File: src/rtl/hazard_tracker.sv
// ============================================================================
// hazard_tracker : carries register addresses and write controls D->E->M->W,
//                  producing address matches for the hazard unit. Rev 1.0
// ============================================================================
`default_nettype none

module hazard_tracker #(
  parameter int CNT_W = 16
) (
  input  logic             clk,
  input  logic             reset,
  input  logic [3:0]       RA1D,
  input  logic [3:0]       RA2D,
  input  logic [3:0]       WA3D,
  input  logic             RegWriteD,
  input  logic             MemtoRegD,
  input  logic             PCSrcD,
  input  logic             CondExE,
  input  logic             FlushE,
  input  logic             StallD,
  output logic             Match_1E_M,
  output logic             Match_1E_W,
  output logic             Match_2E_M,
  output logic             Match_2E_W,
  output logic             Match_12D_E,
  output logic             RegWriteM,
  output logic             RegWriteW,
  output logic             MemtoRegE,
  output logic             PCSrcW,
  output logic             PCWrPendingF,
  output logic [CNT_W-1:0] StallCnt,
  output logic [CNT_W-1:0] FlushCnt
);

  logic [3:0]       r_ra1_e;
  logic [3:0]       r_ra2_e;
  logic [3:0]       r_wa3_e;
  logic             r_regwrite_e;
  logic             r_memtoreg_e;
  logic             r_pcsrc_e;

  logic [3:0]       r_wa3_m;
  logic             r_regwrite_m;
  logic             r_pcsrc_m;

  logic [3:0]       r_wa3_w;
  logic             r_regwrite_w;
  logic             r_pcsrc_w;

  logic [CNT_W-1:0] r_stall_cnt;
  logic [CNT_W-1:0] r_flush_cnt;

  always_ff @(posedge clk or negedge reset) begin
    if (!reset) begin
      r_ra1_e      <= 4'd0;
      r_ra2_e      <= 4'd0;
      r_wa3_e      <= 4'd0;
      r_regwrite_e <= 1'b0;
      r_memtoreg_e <= 1'b0;
      r_pcsrc_e    <= 1'b0;
    end else if (FlushE) begin
      r_ra1_e      <= 4'd0;
      r_ra2_e      <= 4'd0;
      r_wa3_e      <= 4'd0;
      r_regwrite_e <= 1'b0;
      r_memtoreg_e <= 1'b0;
      r_pcsrc_e    <= 1'b0;
    end else begin
      r_ra1_e      <= RA1D;
      r_ra2_e      <= RA2D;
      r_wa3_e      <= WA3D;
      r_regwrite_e <= RegWriteD;
      r_memtoreg_e <= MemtoRegD;
      r_pcsrc_e    <= PCSrcD;
    end
  end

  // Execute-stage condition result squashes the write controls on their way to M.
  always_ff @(posedge clk or negedge reset) begin
    if (!reset) begin
      r_wa3_m      <= 4'd0;
      r_regwrite_m <= 1'b0;
      r_pcsrc_m    <= 1'b0;
      r_wa3_w      <= 4'd0;
      r_regwrite_w <= 1'b0;
      r_pcsrc_w    <= 1'b0;
    end else begin
      r_wa3_m      <= r_wa3_e;
      r_regwrite_m <= r_regwrite_e & CondExE;
      r_pcsrc_m    <= r_pcsrc_e & CondExE;
      r_wa3_w      <= r_wa3_m;
      r_regwrite_w <= r_regwrite_m;
      r_pcsrc_w    <= r_pcsrc_m;
    end
  end

  always_ff @(posedge clk or negedge reset) begin
    if (!reset) begin
      r_stall_cnt <= '0;
      r_flush_cnt <= '0;
    end else begin
      if (StallD && (r_stall_cnt != {CNT_W{1'b1}})) begin
        r_stall_cnt <= r_stall_cnt + 1'b1;
      end
      if (FlushE && (r_flush_cnt != {CNT_W{1'b1}})) begin
        r_flush_cnt <= r_flush_cnt + 1'b1;
      end
    end
  end

  // Raw address compares; the hazard unit qualifies them with the write enables.
  assign Match_1E_M   = (r_ra1_e == r_wa3_m);
  assign Match_1E_W   = (r_ra1_e == r_wa3_w);
  assign Match_2E_M   = (r_ra2_e == r_wa3_m);
  assign Match_2E_W   = (r_ra2_e == r_wa3_w);
  assign Match_12D_E  = (RA1D == r_wa3_e) | (RA2D == r_wa3_e);

  assign RegWriteM    = r_regwrite_m;
  assign RegWriteW    = r_regwrite_w;
  assign MemtoRegE    = r_memtoreg_e;
  assign PCSrcW       = r_pcsrc_w;
  assign PCWrPendingF = PCSrcD | r_pcsrc_e | r_pcsrc_m;

  assign StallCnt     = r_stall_cnt;
  assign FlushCnt     = r_flush_cnt;

endmodule

`default_nettype wire

File: config.mk
export PLATFORM = sky130hd
export DESIGN_NAME = hazard_tracker
export DESIGN_NICKNAME = d
export VERILOG_FILES = /design/src/rtl/hazard_tracker.sv
export SDC_FILE = /design/constraint.sdc
export NUM_CORES = 1
export LEC_CHECK = 0
export CORE_AREA = 2 2 90 92
export DETAILED_ROUTE_END_ITERATION = 10
export DIE_AREA = 0 0 92 94
export PLACE_DENSITY = 0.57
export SKIP_LAST_GASP = 1
export SYNTH_ARGS = -nofsm -noshare
export SYNTH_HDL_FRONTEND = slang
export SYNTH_SLANG_ARGS = --single-unit
File: constraint.sdc
create_clock -name clk -period 2.5 [get_ports clk]
set_input_delay 0.375 -clock clk [delete_from_list [all_inputs] [get_ports clk]]
set_output_delay 0.375 -clock clk [all_outputs]
set_load 0.05 [all_outputs]
=== Word-level counts from Yosys, hierarchy flattened ===
Cells that the tools add are included.

* Equality and inequality tests: 8
* Bitwise gates (word level): 5
* Multiplexer cells: 6
* Reductions and logical operators: 2
* Add/sub/neg operators: 2

{| class="wikitable"
|+ Operator list
! operator !! count
|-
| $add A16 B1 Y16 const B || 2
|-
| $ne A16 B16 Y1 const B || 2
|-
| $eq A4 B4 Y1 || 6
|-
| $mux W4 || 3
|-
| $mux W1 || 3
|-
| $or A1 B1 Y1 || 3
|-
| $and A1 B1 Y1 || 2
|-
| $logic_and A1 B1 Y1 || 2
|}

* Word-level logic and storage cells: 37
* Bits in registers: 59
* Output and inout port bits: 42

=== Logic depth before layout (Yosys ltp) ===
Gate-level depths: netlist of the first run.

* Depth in word-level cells: 2
* Depth in mapped cells: 5
* Mapped depth without buffers: 5

=== Least setup slack after synthesis of the first run ===
No wires, ideal clock.

* Path kind: register to output
* Start: reg r_wa3_e[3]
* End: out Match_12D_E
* Data required time: 2125 ps
* Cell stages (with the launch flop): 3
* Path buffers: 0
* Arrival time: 2254 ps
* Setup slack: -129 ps
* Cell sequence: dfrtp_1 > xor2_1 > o41ai_1

* Cells in the longest elaborated chain, start to end: 2

{| class="wikitable"
|+ RTL lines
! what !! line !! source
|-
| start, declared || 37 || <nowiki>logic [3:0] r_wa3_e;</nowiki>
|-
| start signal, assigned || 57 || <nowiki>r_wa3_e <= 4'd0;</nowiki>
|-
| start signal, assigned || 64 || <nowiki>r_wa3_e <= 4'd0;</nowiki>
|-
| start signal, assigned || 71 || <nowiki>r_wa3_e <= WA3D;</nowiki>
|-
| $eq A4 B4 Y1 || 116 || <nowiki>assign Match_12D_E = (RA1D == r_wa3_e) | (RA2D == r_wa3_e);</nowiki>
|-
| $or A1 B1 Y1 (*) || 116 ||
|-
| end, declared || 25 || <nowiki>output logic Match_12D_E,</nowiki>
|}

Every way passes the cells marked *; elsewhere a longest branch is shown, timed or not.

=== Final worst setup path of the first run ===
* Start: in PCSrcD
* End: out PCWrPendingF

* Cells in the longest elaborated chain, start to end: 2

{| class="wikitable"
|+ RTL lines
! what !! line !! source
|-
| start, declared || 17 || <nowiki>input logic PCSrcD,</nowiki>
|-
| $or A1 B1 Y1 (2 in a row) || 122 || <nowiki>assign PCWrPendingF = PCSrcD | r_pcsrc_e | r_pcsrc_m;</nowiki>
|-
| end, declared || 30 || <nowiki>output logic PCWrPendingF,</nowiki>
|}

Every way passes these cells.

==> impl_metrics.tcl, run 1 <==
set metrics [dict create \
    status "finished clean" \
    crit_type "in2out" \
    yosysWarnings 0 \
    worstSkewPairLatency_ns 0.32 \
    cpMostUsedCell "clkdlybuf4s50_1" \
    start_util_pct 34.6 \
    die_x_um 92 \
    row_count 32 \
    wl_per_cell_um 13.6 \
    die_area_um2 8650 \
    die_h_um 94 \
    hold_violations 0 \
    multi_input_area_um2 1150 \
    syn_nets 244 \
    async_reset_ff_share_pct 100 \
    antenna_found_initial 0 \
    finalClockSkew_ns 0.00401 \
    cap_violations 0 \
    final_cells 399 \
    drc 0 \
    core_um2 7610 \
    max_freq_ghz 0.456 \
    grt_max_degree 37 \
    grt_pass1_wl_mm 9.16 \
    cts_buffers 9 \
    finalCriticalPeriod_ns 2.19 \
    io_pins 62 \
    regArea_um2 1480 \
    slowest_delay_ns 0.70 \
    layout-drive-gt1-share_pct 11.1 \
    yosys-top-cells-area "dfrtp_1 (56%), xor2_1 (8.6%), xnor2_1 (6.6%), nand4_1 (3.6%), nor2b_1 (3.6%)" \
    tightest_slew_ns 0.664 \
    drt-total-wl_mm 5.42 \
    via_per_inst 4.74 \
    yosysMostFrequentCell "dfrtp_1" \
    synth_cells 222 \
    ys.flop_type "dfrtp_1" \
    period_share_pct 87.7 \
    finalMaxSlewViolations 0 \
    synth_area_um2 2640 \
    tns_ns 0 \
    fillers 731 \
    postCtsSetupBuffers 0 \
    critical_path_arrival_ns 1.82 \
    synth_edf_count 0 \
    synthTopCellsByCount "dfrtp_1 (59), xor2_1 (26), xnor2_1 (20), nand4_1 (15), nor2b_1 (15)" \
    cp-end-kind "output pin" \
    path_cells "clkdlybuf4s50_1, or3_1, clkdlybuf4s50_1" \
    place_hpwl_mm 3.94 \
    antennaDiodeCount 0 \
    min_path_type "in2async" \
    area_growth_pct 37.0 \
    cp_slowest_cell "clkdlybuf4s50_1" \
    netlist.area_leader.share_pct 56.0 \
    placed_cells 385 \
    fin_hold_ws_ns 0.0378 \
    yosysUniqueCellTypes 32 \
    grt_use_total_pct 13.8 \
    yosysTopAreaCell "dfrtp_1" \
    place_area_um2 3400 \
    irDropWorstVdd_mv 0.570 \
    grt_pass1_vias 1940 \
    slew-limit-headroom_pct 55.3 \
    design.final.nets 316 \
    ys_seq_area_share_pct 56.0 \
    cts_tree "yes" \
    rsz0062_at_grt "no" \
    final_area_um2 3610 \
    gp_congestion 0.766 \
    drt-initial-drc-count 24 \
    start_kind "input pin" \
    total_power_w 0.00318 \
    required_ns 2.12 \
    via_count 1893 \
    port_buffers 61 \
    setup_violations 0 \
    ant_nets 0 \
    ys_seq_elements 59 \
    cts-htree-levels 3 \
    clock_sinks 59 \
    power_density_nw_per_um2 880 \
    dr.pass1.iters 4 \
    cts_buffer_depth 2 \
    root_buffer "clkbuf_8" \
    worstPathMaxFanout 2 \
    gr-total-overflow 0 \
    clkSlewWorstSetupHoldPaths_ns 0.06 \
    synth.avg_cell_area_um2 11.9 \
    power_leakage_nw 1.61 \
]
## stage by stage
step                util, %  setup slack (ns)
floorplan                 -            0.0172
finish                 47.5             0.308
CTS                    47.4            0.0180
global route           47.5             0.269
global placement       44.7             0.302
detailed placement     44.7             0.300
## worst paths after layout
check	startpoint	to	slack, ns	cells past startpoint
worst max-delay path	PCSrcD	PCWrPendingF	0.31	3
min in group clk	r_pcsrc_m$_DFF_PN0_	PCSrcW$_DFF_PN0_	0.37	0
worst min register to register	r_pcsrc_m$_DFF_PN0_	PCSrcW$_DFF_PN0_	0.37	0
worst max register to register	StallCnt[0]$_DFFE_PN0P_	StallCnt[1]$_DFFE_PN0P_	0.68	5
max in group asynchronous	reset	r_wa3_e[3]$_DFF_PN0_	1.88	2
worst min-delay path	reset	r_pcsrc_e$_DFF_PN0_	0.04	1
## cell type report
class	instances	share of cell area (%)
Clock buffer	12	4.57
Timing Repair Buffer	63	17.9
Tap cell	102	3.53
Multi-Input combinational cell	159	31.9
Inverter	2	0.208
Sequential cell	59	40.9
Clock inverter	2	0.970
## logic make-up (layout without fill, tap and decap cells)
logic type	Yosys count	count (layout)	share of synthesized area (%)
and+or+nand+nor	94	94	21.8
DFF	59	59	56.0
xor gates and xnor gates	46	46	15.3
AOI/OAI and AO/OA	11	11	2.85
muxes	6	6	2.47
buffers and inverters	4	79	0.570
adders and majority gates	2	2	0.950
## power breakdown
group          switching, W  total (W)  internal [W]
Combinational      0.000641    0.00102      0.000378
Sequential         0.000198    0.00129       0.00109
Clock              0.000342   0.000871      0.000529
## metal layers
layer  vias to the layer above  wire length (um)  part of all wire [%]  GRT usage, %
li1                        932                 -                     -             -
met1                       907              2400                    44          16.4
met2                        48              2730                    50          23.0
met3                         6               225                   4.2          5.22
met4                         0                59                   1.1          4.85
met5                         -                 0                     0             0
## cells in the final DEF (no fill, tap or decap), types with 3 or more instances in the layout
cell             synthesis  routed
xor2_1                  26      26
nor4_1                   7       7
xnor2_1                 20      20
clkdlybuf4s50_1          0      55
a21oi_1                  4       4
clkbuf_8                 0      12
dfrtp_1                 59      59
and3_1                   5       5
nor2b_1                 15      15
nor3_1                   5       5
nand3_1                  9       9
nor2_1                   7       7
dlymetal6s2s_1           0       3
mux2_2                   4       4
and2_1                   3       3
and4_1                   4       4
nand2_1                 13      13
nand4_2                  3       3
nand4_1                 15      15
## sequential cells by signal (all words and copies together), names as in the netlist
name and flops:
r_pcsrc_m 1, r_wa3_m 4, r_ra1_e 4, RegWriteW 1, PCSrcW 1, r_wa3_w 4, RegWriteM 1, MemtoRegE 1
r_wa3_e 4, r_ra2_e 4, r_pcsrc_e 1, StallCnt 16, r_regwrite_e 1, FlushCnt 16
## worst max-delay path, delay by kind of cell
| family | cells | cell delay (ns) |
|---|---|---|
| buffers and inverters | 2 | 1.10 |
| and+or+nand+nor | 1 | 0.34 |
## timing repair
action	CTS	global route
gates resized for setup	0	3
hold buffers	0	0
setup endpoints to repair	0	3
Note: power is estimated with default switching activity, not from simulation.
==> run 2, diff against run 1 <==
==> constraint.sdc (replaced) <==
create_clock -name clk -period 2.5 [get_ports clk]
set_input_delay 0.5 -clock clk [delete_from_list [all_inputs] [get_ports clk]]
set_output_delay 0.5 -clock clk [all_outputs]
set_load 0.05 [all_outputs]
==> impl_metrics.tcl, run 2 (synthesis gave the netlist of run 1 again) <==
set metrics [dict create \
    via_per_inst 4.78 \
    start_util_pct 34.6 \
    fin_hold_ws_ns 0.375 \
    row_count 32 \
    cp_slowest_cell "o41ai_2" \
    tightest_slew_ns 0.657 \
    drt-initial-drc-count 77 \
    cp-end-kind "output pin" \
    cap_violations 0 \
    post-place-ws_ns 0.216 \
    hold_violations 0 \
    status "finished clean" \
    total_power_w 0.00338 \
    place_hpwl_mm 3.98 \
    layout-drive-gt1-share_pct 14.3 \
    finalMaxSlewViolations 0 \
    port_buffers 61 \
    finalCriticalPeriod_ns 2.28 \
    period_share_pct 91.2 \
    most-common-layout-cells "dfrtp_1 (59), clkdlybuf4s50_1 (54), xor2_1 (26)" \
    cts-htree-levels 3 \
    critical_path_arrival_ns 1.78 \
    grt_max_degree 57 \
    die_area_um2 8650 \
    cts_tree "yes" \
    worstPathMaxFanout 2 \
    drt-total-wl_mm 5.66 \
    slew-limit-headroom_pct 55.8 \
    cts_buffers 9 \
    required_ns 2.00 \
    path_cells "clkdlybuf4s50_1, xor2_1, o41ai_2, buf_12" \
    setup_violations 0 \
    slowest_delay_ns 0.47 \
    die_x_um 92 \
    area_growth_pct 39.6 \
    min_path_type "reg2reg" \
    power_density_nw_per_um2 919 \
    clkSlewWorstSetupHoldPaths_ns 0.06 \
    grt_pass1_vias 1770 \
    dr.pass1.iters 4 \
    gp_congestion 0.869 \
    clock_sinks 59 \
    design.final.nets 318 \
    start_kind "input pin" \
    io_pins 62 \
    worstSkewPairLatency_ns 0.33 \
    drc 0 \
    worst_slack_ns 0.219 \
    grt_pass1_wl_mm 9.10 \
    die_h_um 94 \
    finalClockSkew_ns 0.0123 \
    rsz0062_at_grt "no" \
    tns_ns 0 \
    final_common_cell "dfrtp_1" \
    via_count 1925 \
    power_leakage_nw 1.60 \
    antenna_found_initial 0 \
    wl_per_cell_um 14.0 \
    ant_nets 0 \
    irDropWorstVdd_mv 0.720 \
    core_um2 7610 \
    crit_type "in2out" \
    gr-total-overflow 0 \
    root_buffer "clkbuf_8" \
    cts_buffer_depth 2 \
    max_freq_ghz 0.438 \
    postCtsSetupBuffers 0 \
    grt_use_total_pct 13.8 \
    antennaDiodeCount 0 \
]
## run 2: repair_timing
item,CTS,global route
hold endpoints to repair,3,0
resized for setup,0,0
hold buffers,1,0
## run 2: worst paths after layout
path	start	to	slack, ns	depth (start not counted)
setup / recovery	RA2D[3]	Match_12D_E	0.22	4
hold / removal	r_pcsrc_m$_DFF_PN0_	PCSrcW$_DFF_PN0_	0.38	0
hold reg to reg	r_pcsrc_m$_DFF_PN0_	PCSrcW$_DFF_PN0_	0.38	0
min in group asynchronous	reset	StallCnt[5]$_DFFE_PN0P_	0.52	2
setup reg to reg	FlushCnt[0]$_DFFE_PN0P_	FlushCnt[1]$_DFFE_PN0P_	0.66	5
max in group asynchronous	reset	r_ra1_e[2]$_DFF_PN0_	1.47	3
## run 2: final cells by class
class | count | area [um2]
Clock buffer | 11 | 141
Clock inverter | 5 | 100
Fill cell | 729 | 3930
Inverter | 2 | 7.51
Multi-Input combinational cell | 159 | 1180
Sequential cell | 59 | 1480
Tap cell | 102 | 128
Timing Repair Buffer | 65 | 648
## run 2: critical path: cells and delay by family
family	cells	cell delay, ns
AOI/OAI and AO/OA	1	0.47
buffers and inverters	2	0.63
xor gates and xnor gates	1	0.18
## run 2: power by group
| group | internal (W) | switching [W] | leakage, nW |
|---|---|---|---|
| sequential | 0.00109 | 0.000198 | 0.766 |
| combinational | 0.000383 | 0.000656 | 0.714 |
| clock | 0.000686 | 0.000368 | 0.123 |
| total | 0.00216 | 0.00122 | 1.60 |
## run 2: through the flow
step / instances / utilization, % / cell area [um2]
finish: 403 / 48.3 / 3680
CTS: 403 / 48.3 / 3680
global route: 403 / 48.3 / 3680
floorplan: 222 / - / 2670
global placement: 386 / 45.0 / 3430
detailed placement: 386 / 45.0 / 3430
## run 2: routing by layer
| metal | vias up | track usage, % | share of wire (%) |
|---|---|---|---|
| li1 | 939 | - | - |
| met1 | 914 | 19.0 | 45 |
| met2 | 64 | 20.4 | 47 |
| met3 | 8 | 3.69 | 6.3 |
| met4 | 0 | 5.97 | 1.4 |
| met5 | - | 0 | 0 |
==> run 3, diff against run 2 <==
DONT_BUFFER_PORTS = 1   (was unset)
PLACE_DENSITY = 0.46   (was 0.57)
==> impl_metrics.tcl, run 3 (synthesis gave the netlist of run 1 again) <==
set metrics [dict create \
    wl_per_cell_um 15.3 \
    rsz0062_at_grt "no" \
    internal_power_w 0.00191 \
    ctsResizeCount 0 \
    io_pins 62 \
    power_leakage_nw 1.52 \
    start_kind "flop" \
    cp_slowest_cell "dfrtp_1" \
    layout-drive-gt1-share_pct 25.3 \
    cts_buffer_depth 2 \
    core_um2 7610 \
    status "finished clean" \
    die_h_um 94 \
    comb_power_share_pct 32.4 \
    clock_sinks 59 \
    holdBufCountCts 1 \
    start_util_pct 34.6 \
    r2r_cells 4 \
    worstPathMaxFanout 3 \
    row_count 32 \
    via_per_inst 4.88 \
    tightest_slew_ns 0.614 \
    cts_tree "yes" \
    slew-limit-headroom_pct 58.7 \
    crit_type "reg2out" \
    slowest_delay_ns 0.41 \
    cp-end-kind "output pin" \
    ant_nets 0 \
    dr.pass1.iters 4 \
    switchingPower_w 0.00118 \
    required_ns 2.00 \
    irDropWorstVdd_mv 0.548 \
    hold_violations 0 \
    setup_violations 0 \
    final_common_cell "dfrtp_1" \
    die_x_um 92 \
    min_path_type "in2async" \
    place_hpwl_mm 4.13 \
    p_clk_share_pct 27.7 \
    root_buffer "clkbuf_8" \
    grt_max_degree 60 \
    cts-htree-levels 3 \
    clkSlewWorstSetupHoldPaths_ns 0.06 \
    period_share_pct 80.6 \
    postCtsSetupBuffers 0 \
    grt_pass1_wl_mm 9.32 \
    worstSkewPairLatency_ns 0.32 \
    port_buffers 0 \
    finalCriticalPeriod_ns 2.02 \
    gp_congestion 0.739 \
    critical_path_arrival_ns 1.52 \
    most-common-layout-cells "dfrtp_1 (59), buf_4 (37), xor2_1 (26)" \
    post-route-util_pct 43.2 \
    area_growth_pct 24.7 \
    switching_share_pct 38.2 \
    power_density_nw_per_um2 939 \
    die_area_um2 8650 \
    finalMaxSlewViolations 0 \
    gr-total-overflow 0 \
    drt-initial-drc-count 77 \
    pwr-share-seq_pct 40.0 \
    drt-total-wl_mm 5.73 \
    finalClockSkew_ns 0.00726 \
    antennaDiodeCount 0 \
    via_count 1829 \
    grt_use_total_pct 14.1 \
    drc 0 \
    max_freq_ghz 0.496 \
    path_cells "xor2_1, o41ai_2, buf_4" \
    grt_pass1_vias 1871 \
    design.final.nets 291 \
    tns_ns 0 \
    antenna_found_initial 0 \
    cts_buffers 9 \
    cap_violations 0 \
]
==> run 3: cell count changes in the layout (fill, tap and decap cells not counted) <==
| cell | change |
|---|---|
| buf_2 | -1 |
| clkbuf_1 | +1 |
| buf_12 | -2 |
| clkbuf_8 | +1 |
| buf_16 | +1 |
| buf_4 | +30 |
| clkinv_2 | -1 |
| clkdlybuf4s50_1 | -54 |
| bufinv_16 | -2 |
| dlygate4sd3_1 | -1 |
==> run 3: final cells by class <==
| cell class | instances | area [um2] |
|---|---|---|
| fill | 761 | 4320 |
| sequential | 59 | 1480 |
| multi-input combinational | 159 | 1180 |
| timing repair buffer | 38 | 305 |
| clock buffer | 13 | 159 |
| tap | 102 | 128 |
| clock inverter | 2 | 35.0 |
| inverter | 2 | 7.51 |
==> run 3: power by group through the flow <==
stage          clock (W)  combinational (W)  sequential [W]
3_3_place_gp           0           0.000984         0.00125
5_1_grt         0.000927            0.00108         0.00126
4_1_cts         0.000884            0.00101         0.00124
3_5_place_dp           0           0.000988         0.00125
6_report        0.000853           0.000998         0.00123
2_1_floorplan          0           0.000286         0.00166
==> run 3: final timing paths <==
kind / slack [ns] / start / end
worst min register to register: 0.37 / r_pcsrc_m$_DFF_PN0_ / PCSrcW$_DFF_PN0_
worst max-delay path: 0.48 / r_wa3_e[3]$_DFF_PN0_ / Match_12D_E
min in group clk: 0.23 / FlushE / r_wa3_e[2]$_DFF_PN0_
worst min-delay path: 0.05 / reset / StallCnt[8]$_DFFE_PN0P_
worst max register to register: 0.74 / FlushCnt[3]$_DFFE_PN0P_ / FlushCnt[1]$_DFFE_PN0P_
max in group asynchronous: 2.21 / reset / r_wa3_w[1]$_DFF_PN0_
==> run 3: critical path: cells and delay by family, from the launching register on <==
kind | cells | cell delay [ns]
compound gates | 1 | 0.34
buf+inv | 1 | 0.25
xor+xnor | 1 | 0.19
flops | 1 | 0.41
==> run 3: layer usage <==
layer / track usage [%] / vias up / routed length, um
li1: - / 883 / -
met1: 17.2 / 897 / 2570
met2: 22.3 / 42 / 2700
met3: 4.98 / 7 / 376
met4: 7.09 / 0 / 80
met5: 0 / - / 0
==> run 3: metrics by stage <==
step	setup slack, ns	total power (W)	instances	hold WS [ns]	instance area (um2)
floorplan	0.310	0.00195	222	0.204	2670
global placement	0.747	0.00224	359	0.207	3070
detailed placement	0.749	0.00224	359	0.207	3070
CTS	0.452	0.00313	375	0.0400	3290
global route	0.423	0.00326	375	0.0369	3290
finish	0.485	0.00309	375	0.0470	3290
